$ cat src/rtl/soduku_solve_controller.sv
// soduku_solve_controller
//
// Sequences one solve of a sudoku board through an external solver datapath:
// latches the puzzle, holds the solver in reset for RESET_CYCLES cycles,
// lets it run, then captures the result on solver done or after
// TIMEOUT_CYCLES run cycles.
//
// State table
//   state | meaning
//   IDLE  | no run since reset; solver held in reset; waiting for start_in
//   LOAD  | puzzle presented; solver held in reset for RESET_CYCLES cycles
//   RUN   | solver released; counting cycles until done or timeout
//   DONE  | result captured and held; start_in begins a new run
//
// Ports
//   clk_in            single clock, rising edge
//   reset_n_in        asynchronous active-low reset
//   start_in          solve request (accepted in IDLE/DONE)
//   board_in          unsolved board, 4-bit cell per nibble, row 0/col 0 in MSBs
//   solver_reset_out  active-high reset to the solver datapath
//   solver_board_out  board presented to the solver (stable until next start)
//   solver_board_in   board produced by the solver
//   solver_done_in    solver completion flag
//   busy_out          high in LOAD and RUN
//   result_valid_out  one-cycle pulse on the first DONE cycle
//   solved_out        last run ended on done with no empty cell
//   timeout_out       last run ended by timeout
//   board_out         captured result board
//   cycles_out        RUN cycles consumed by the last run

module soduku_solve_controller #(
    parameter int GRID_SIZE      = 9,
    parameter int RESET_CYCLES   = 2,
    parameter int TIMEOUT_CYCLES = 100000,
    parameter int COUNT_WIDTH    = 32
) (
    input  logic                              clk_in,
    input  logic                              reset_n_in,
    input  logic                              start_in,
    input  logic [4*GRID_SIZE*GRID_SIZE-1:0]  board_in,
    output logic                              solver_reset_out,
    output logic [4*GRID_SIZE*GRID_SIZE-1:0]  solver_board_out,
    input  logic [4*GRID_SIZE*GRID_SIZE-1:0]  solver_board_in,
    input  logic                              solver_done_in,
    output logic                              busy_out,
    output logic                              result_valid_out,
    output logic                              solved_out,
    output logic                              timeout_out,
    output logic [4*GRID_SIZE*GRID_SIZE-1:0]  board_out,
    output logic [COUNT_WIDTH-1:0]            cycles_out
);

    localparam int CELLS = GRID_SIZE * GRID_SIZE;
    localparam int BW    = 4 * CELLS;

    typedef enum logic [1:0] {
        ST_IDLE = 2'd0,
        ST_LOAD = 2'd1,
        ST_RUN  = 2'd2,
        ST_DONE = 2'd3
    } state_t;

    state_t                 state, state_nxt;
    logic [3:0]             load_cnt;
    logic [COUNT_WIDTH-1:0] cycle_cnt;
    logic                   start_ok;
    logic                   load_tc;
    logic                   done_seen;
    logic                   timeout_hit;
    logic                   finish;
    logic                   all_nz;

    // A done left over from the previous run is ignored on RUN cycle 0,
    // which is the only RUN cycle where the saturating counter reads zero.
    always_comb begin
        start_ok    = start_in && (state == ST_IDLE || state == ST_DONE);
        load_tc     = (load_cnt == 4'd0);
        done_seen   = (state == ST_RUN) && solver_done_in && (cycle_cnt != '0);
        timeout_hit = (state == ST_RUN) && !done_seen &&
                      (cycle_cnt == COUNT_WIDTH'(TIMEOUT_CYCLES - 1));
        finish      = done_seen || timeout_hit;
    end

    always_comb begin
        all_nz = 1'b1;
        for (int i = 0; i < CELLS; i++) begin
            if (solver_board_in[i*4 +: 4] == 4'd0) begin
                all_nz = 1'b0;
            end
        end
    end

    always_ff @(posedge clk_in or negedge reset_n_in) begin
        if (!reset_n_in) begin
            state <= ST_IDLE;
        end else begin
            state <= state_nxt;
        end
    end

    always_comb begin
        state_nxt        = state;
        busy_out         = 1'b0;
        solver_reset_out = 1'b0;
        case (state)
            ST_IDLE: begin
                solver_reset_out = 1'b1;
                if (start_in) state_nxt = ST_LOAD;
            end
            ST_LOAD: begin
                solver_reset_out = 1'b1;
                busy_out         = 1'b1;
                if (load_tc) state_nxt = ST_RUN;
            end
            ST_RUN: begin
                busy_out = 1'b1;
                if (finish) state_nxt = ST_DONE;
            end
            ST_DONE: begin
                if (start_in) state_nxt = ST_LOAD;
            end
            default: state_nxt = ST_IDLE;
        endcase
    end

    always_ff @(posedge clk_in or negedge reset_n_in) begin
        if (!reset_n_in) begin
            solver_board_out <= '0;
            board_out        <= '0;
            cycles_out       <= '0;
            cycle_cnt        <= '0;
            load_cnt         <= '0;
            solved_out       <= 1'b0;
            timeout_out      <= 1'b0;
            result_valid_out <= 1'b0;
        end else begin
            result_valid_out <= finish;
            if (start_ok) begin
                solver_board_out <= board_in;
                cycle_cnt        <= '0;
                load_cnt         <= 4'(RESET_CYCLES - 1);
                solved_out       <= 1'b0;
                timeout_out      <= 1'b0;
            end else if (state == ST_LOAD) begin
                if (!load_tc) load_cnt <= load_cnt - 4'd1;
            end else if (state == ST_RUN) begin
                if (finish) begin
                    board_out   <= solver_board_in;
                    cycles_out  <= cycle_cnt;
                    solved_out  <= done_seen && all_nz;
                    timeout_out <= timeout_hit;
                end else if (cycle_cnt != '1) begin
                    cycle_cnt <= cycle_cnt + 1'b1;
                end
            end
        end
    end

endmodule

$ cat config.mk
export PLATFORM = sky130hd
export DESIGN_NAME = soduku_solve_controller
export DESIGN_NICKNAME = d
export VERILOG_FILES = /design/src/rtl/soduku_solve_controller.sv
export SDC_FILE = /design/constraint.sdc
export NUM_CORES = 2
export LEC_CHECK = 0
export BUFFER_PORTS_ARGS = -buffer_cell sky130_fd_sc_hd__buf_4
export CAP_MARGIN = 10
export CELL_PAD_IN_SITES_DETAIL_PLACEMENT = 1
export CELL_PAD_IN_SITES_GLOBAL_PLACEMENT = 2
export CORE_AREA = 10 10 519 521
export CTS_CLUSTER_SIZE = 40
export DETAILED_ROUTE_END_ITERATION = 8
export DIE_AREA = 0 0 529 531
export PLACE_DENSITY = 0.37
export SYNTH_ARGS = -nofsm -noshare
export SYNTH_HDL_FRONTEND = slang
export SYNTH_SLANG_ARGS = --single-unit
export TNS_END_PERCENT = 5
$ cat constraint.sdc
create_clock -name clk_in -period 4.68 [get_ports clk_in]
set_clock_uncertainty 0.1 [all_clocks]
set_input_delay 0.468 -clock clk_in [delete_from_list [all_inputs] [get_ports clk_in]]
set_output_delay 0.468 -clock clk_in [all_outputs]
set_load 0.05 [all_outputs]
==> flow_summary_export.csv <==
group,metric,value,unit
synthesis,syn_area,28300,um^2
worst_setup_path,cp.arrival,3820,ps
worst_setup_path,r2r_end,"board_out[8]",
global_route,first_global_vias,30991,
route,via_count,27561,
worst_setup_path,critPathRequiredTime,5190,ps
final_layout,final_cells,8067,
synthesis,ys_warn_count,0,
sta,finalCritPeriodShare,70.8,%
cts,postCtsSetupBuffers,0,
hold_path,holdPathEnd,"solver_board_out[131]",
worst_setup_path,highest_fanout_seen_on_the_critical_path,35,
hold_path,worstHoldPathType,"in2reg",
route,totalWireLength,205,mm
sta,finalMaxSlewViolations,0,
run_status,run_status,"complete, no violations",
worst_setup_path,crit_path_max_incr_delay,540,ps
placed_design,gpl.final_weighted_congestion,0.783,
sta,worst_max_slew_margin_expressed_relative_to_the_limit,25.7,%
route,detailedRoute.firstIterationViolations,1010,
worst_setup_path,worstSetupStartpoint,"state[0]",
synthesis,synthCells,2510,
pwr,power.share.switching,51.4,%
route,viasPerCell,3.42,
final_layout,fin_nets,5201,
sta,setup_violations,0,
flow_run,maxcap_violations,0,
route,drtPass1Iterations,5,
cts,clk_root_buffer_cell,"sky130_fd_sc_hd__clkbuf_16",
floorplanning,io_pins,1337,
floorplanning,die_area,281000,um^2
worst_setup_path,regToRegSetupSlack,1370,ps
synthesis,ys_ff_latch,721,
synthesis,largest_cells_by_area_after_synthesis,"sky130_fd_sc_hd__dfrtp_1, sky130_fd_sc_hd__nand2_1, sky130_fd_sc_hd__mux2_2",
cts,numClockSinks,721,
pwr,worst_ir_drop_vdd,0.296,mV
sta,setup_repair_after_global_routing_missed_its_margin,"no",
synthesis,synth.avg_cell_area,11.3,um^2
sta,clock.fmax,0.302,GHz
pwr,seq_power_share,25.9,%
synthesis,synth_seq_area_share,63.8,%
pwr,p_int,20200,uW
cts,cts_tree,"done",
placed_design,hpwlAfterDp,168,mm
sta,timing.final.crit_period,3310,ps
worst_setup_path,crit_chain,"inv_1 > ha_1 > nand3_1 > nor4_1 > and3_1 > nor2_1 > or3_4 > buf_4 > mux2_1",
synthesis,ys_types,39,
final_layout,layout_commonest_cell,"sky130_fd_sc_hd__buf_4",
sta,hold_violations,0,
final_layout,drive_above_1_share,41.3,%
floorplanning,initial_core_util,10.9,%
global_route,grt-ovfl-total,0,
floorplanning,die_height,531,um
worst_setup_path,reg2reg_depth,9,
worst_setup_path,reg2reg_from,"state[0]",
floorplanning,fp-row-count,187,
placed_design,dpl.cell_count,7192,
floorplanning,core,259000,um^2
final_layout,finish.utilization,20.4,%
final_layout,most-common-layout-cells,"sky130_fd_sc_hd__buf_4, sky130_fd_sc_hd__nand2_1, sky130_fd_sc_hd__dfrtp_1, sky130_fd_sc_hd__dlygate4sd3_1, sky130_fd_sc_hd__mux2_2",
worst_setup_path,critical_path_class,"reg2reg",
global_route,grt_antenna_before_repair,122,
global_route,pin_count_of_the_biggest_net_entering_global_routing,99,
route,wire_per_inst,25.5,um
cts,htreeDepth,3,
cts,insertion_delay,750,ps
pwr,clkPwrFrac,20.2,%
cts,cts.reportedPaths.clkPinSlew,60,ps
sta,timing.setup.tns,0,ps
global_route,grt_pass1_wl,276,mm
sta,worst-slew-pin-transition,1100,ps
synthesis,yosysTopAreaCellShare,63.8,%
route,ant_nets,0,
pwr,power.share.combinational,53.9,%
pwr,p_per_area,786,nW/um^2
synthesis,synth_nets,3170,
synthesis,netlist.top_cell.by_area,"sky130_fd_sc_hd__dfrtp_1",
final_layout,area.growth.synth_to_final,86.8,%
pwr,power.static_leakage,0.0264,uW
placed_design,port-buffer-count,1336,
hold_path,hold_start,"board_in[131]",
worst_setup_path,setup.worst_path.end_class,"flop",
worst_setup_path,worst_setup_path_start_kind,"flop",
cts,cts.path.max_buffers,3,
worst_setup_path,critPathSlowestCell,"sky130_fd_sc_hd__or3_4",
floorplanning,die_w,529,um
hold_path,number_of_cells_on_the_worst_hold_path,3,
cts,cts_made_buffers,104,
pwr,net-switching-power,21400,uW
route,remaining_drc_errors,0,
global_route,grt_util_all_layers,14.0,%
-- metrics by stage --
stage	instance area, um^2	total power (uW)	worst slack [ps]	hold slack [ps]
after floorplan	28300	23800	1800	72.4
after global placement	42700	33300	1310	359
after detailed placement	42700	33400	1360	363
after CTS	52700	42700	1340	1.91
after global routing	52800	44000	1100	20.1
final	52800	41500	1370	1.68
-- cells by family after synthesis --
group                    Yosys count  synth area share, %
multiplexers                     358                 14.3
buffers and inverters            137                 2.10
adder cells (fa/ha/maj)            8                0.354
flip-flops                       721                 63.8
AND/OR/NAND/NOR                 1217                 18.0
AO/OA/AOI/OAI                     64                 1.35
XOR/XNOR                           5                0.155
-- synth_stat cells --
master	n
sky130_fd_sc_hd__nor2b_1	1
sky130_fd_sc_hd__nand3_1	17
sky130_fd_sc_hd__mux2_2	324
sky130_fd_sc_hd__nand4_1	14
sky130_fd_sc_hd__buf_6	4
sky130_fd_sc_hd__o31a_1	1
sky130_fd_sc_hd__nor4_1	107
sky130_fd_sc_hd__o211ai_1	8
sky130_fd_sc_hd__and2_1	4
sky130_fd_sc_hd__nor4_2	3
sky130_fd_sc_hd__nand4bb_1	1
sky130_fd_sc_hd__o31ai_1	7
sky130_fd_sc_hd__nor2_1	17
sky130_fd_sc_hd__a41oi_1	1
sky130_fd_sc_hd__clkbuf_1	72
sky130_fd_sc_hd__nand2b_1	3
sky130_fd_sc_hd__nor3_1	4
sky130_fd_sc_hd__a2111o_1	1
sky130_fd_sc_hd__mux2i_1	2
sky130_fd_sc_hd__o22ai_1	1
sky130_fd_sc_hd__or4b_1	1
sky130_fd_sc_hd__a21oi_1	25
sky130_fd_sc_hd__mux2_1	32
sky130_fd_sc_hd__ha_1	8
sky130_fd_sc_hd__buf_1	8
sky130_fd_sc_hd__a31o_2	2
sky130_fd_sc_hd__o21ai_0	18
sky130_fd_sc_hd__and4_1	3
sky130_fd_sc_hd__or4_1	12
sky130_fd_sc_hd__or3_1	17
sky130_fd_sc_hd__and3_1	5
sky130_fd_sc_hd__inv_1	14
sky130_fd_sc_hd__or2_2	2
sky130_fd_sc_hd__nand2_1	1005
sky130_fd_sc_hd__xor2_1	3
sky130_fd_sc_hd__dfrtp_1	721
sky130_fd_sc_hd__buf_2	39
sky130_fd_sc_hd__xnor2_1	2
sky130_fd_sc_hd__nand4b_1	1
-- per-layer routing --
layer / GRT usage (%) / wire, um
met5: 0 / 256
met4: 3.06 / 5030
met3: 6.18 / 19900
met2: 25.2 / 103000
met1: 15.2 / 77300
-- worst max-delay path by stage --
stage,end,slack (ps),cells after the start
after floorplan,cycle_cnt[23],1800,10
after global placement,cycle_cnt[29],1310,8
after detailed placement,board_out[278],1360,9
after CTS,board_out[78],1340,7
after global routing,cycle_cnt[29],1100,8
final,board_out[8],1370,9
-- repair_timing --
item	in CTS	in global routing
hold buffers	645	0
endpoints found under the hold margin	698	0
gates resized for setup	0	0
setup endpoints to repair	0	0
-- final cells by class --
type                            instances  area [um^2]
Fill cell                           29689       206000
Sequential cell                       721        18000
Timing Repair Buffer                 2048        17100
Multi-Input combinational cell       1652         9710
Tap cell                             3402         4260
Clock buffer                          155         3040
Clock inverter                         38          495
Antenna cell                           37         92.6
Inverter                               14         52.6
-- critical path: cells and delay by family (launching register included) --
family                   cells  cell delay, ps
AND/OR/NAND/NOR              5            1340
buffers and inverters        2             510
flip-flops                   1             400
adder cells (fa/ha/maj)      1             390
multiplexers                 1             360
-- registers in the layout, summed over array words and instances, names as in the netlist --
signal and flops:
load_cnt 4, state 2, board_out 324, result_valid_out 1, solver_board_out 324, cycle_cnt 32, cycles_out 32, timeout_out 1
solved_out 1
-- power by group through the flow --
stage          combinational [uW]  clock [uW]  sequential [uW]
2_1_floorplan                3700           0            20100
3_3_place_gp                22400           0            10800
3_5_place_dp                22500           0            10900
4_1_cts                     23000        8820            10800
5_1_grt                     23800        9030            11200
6_report                    22400        8370            10800
No activity file was read; power rests on OpenSTA's default activity.
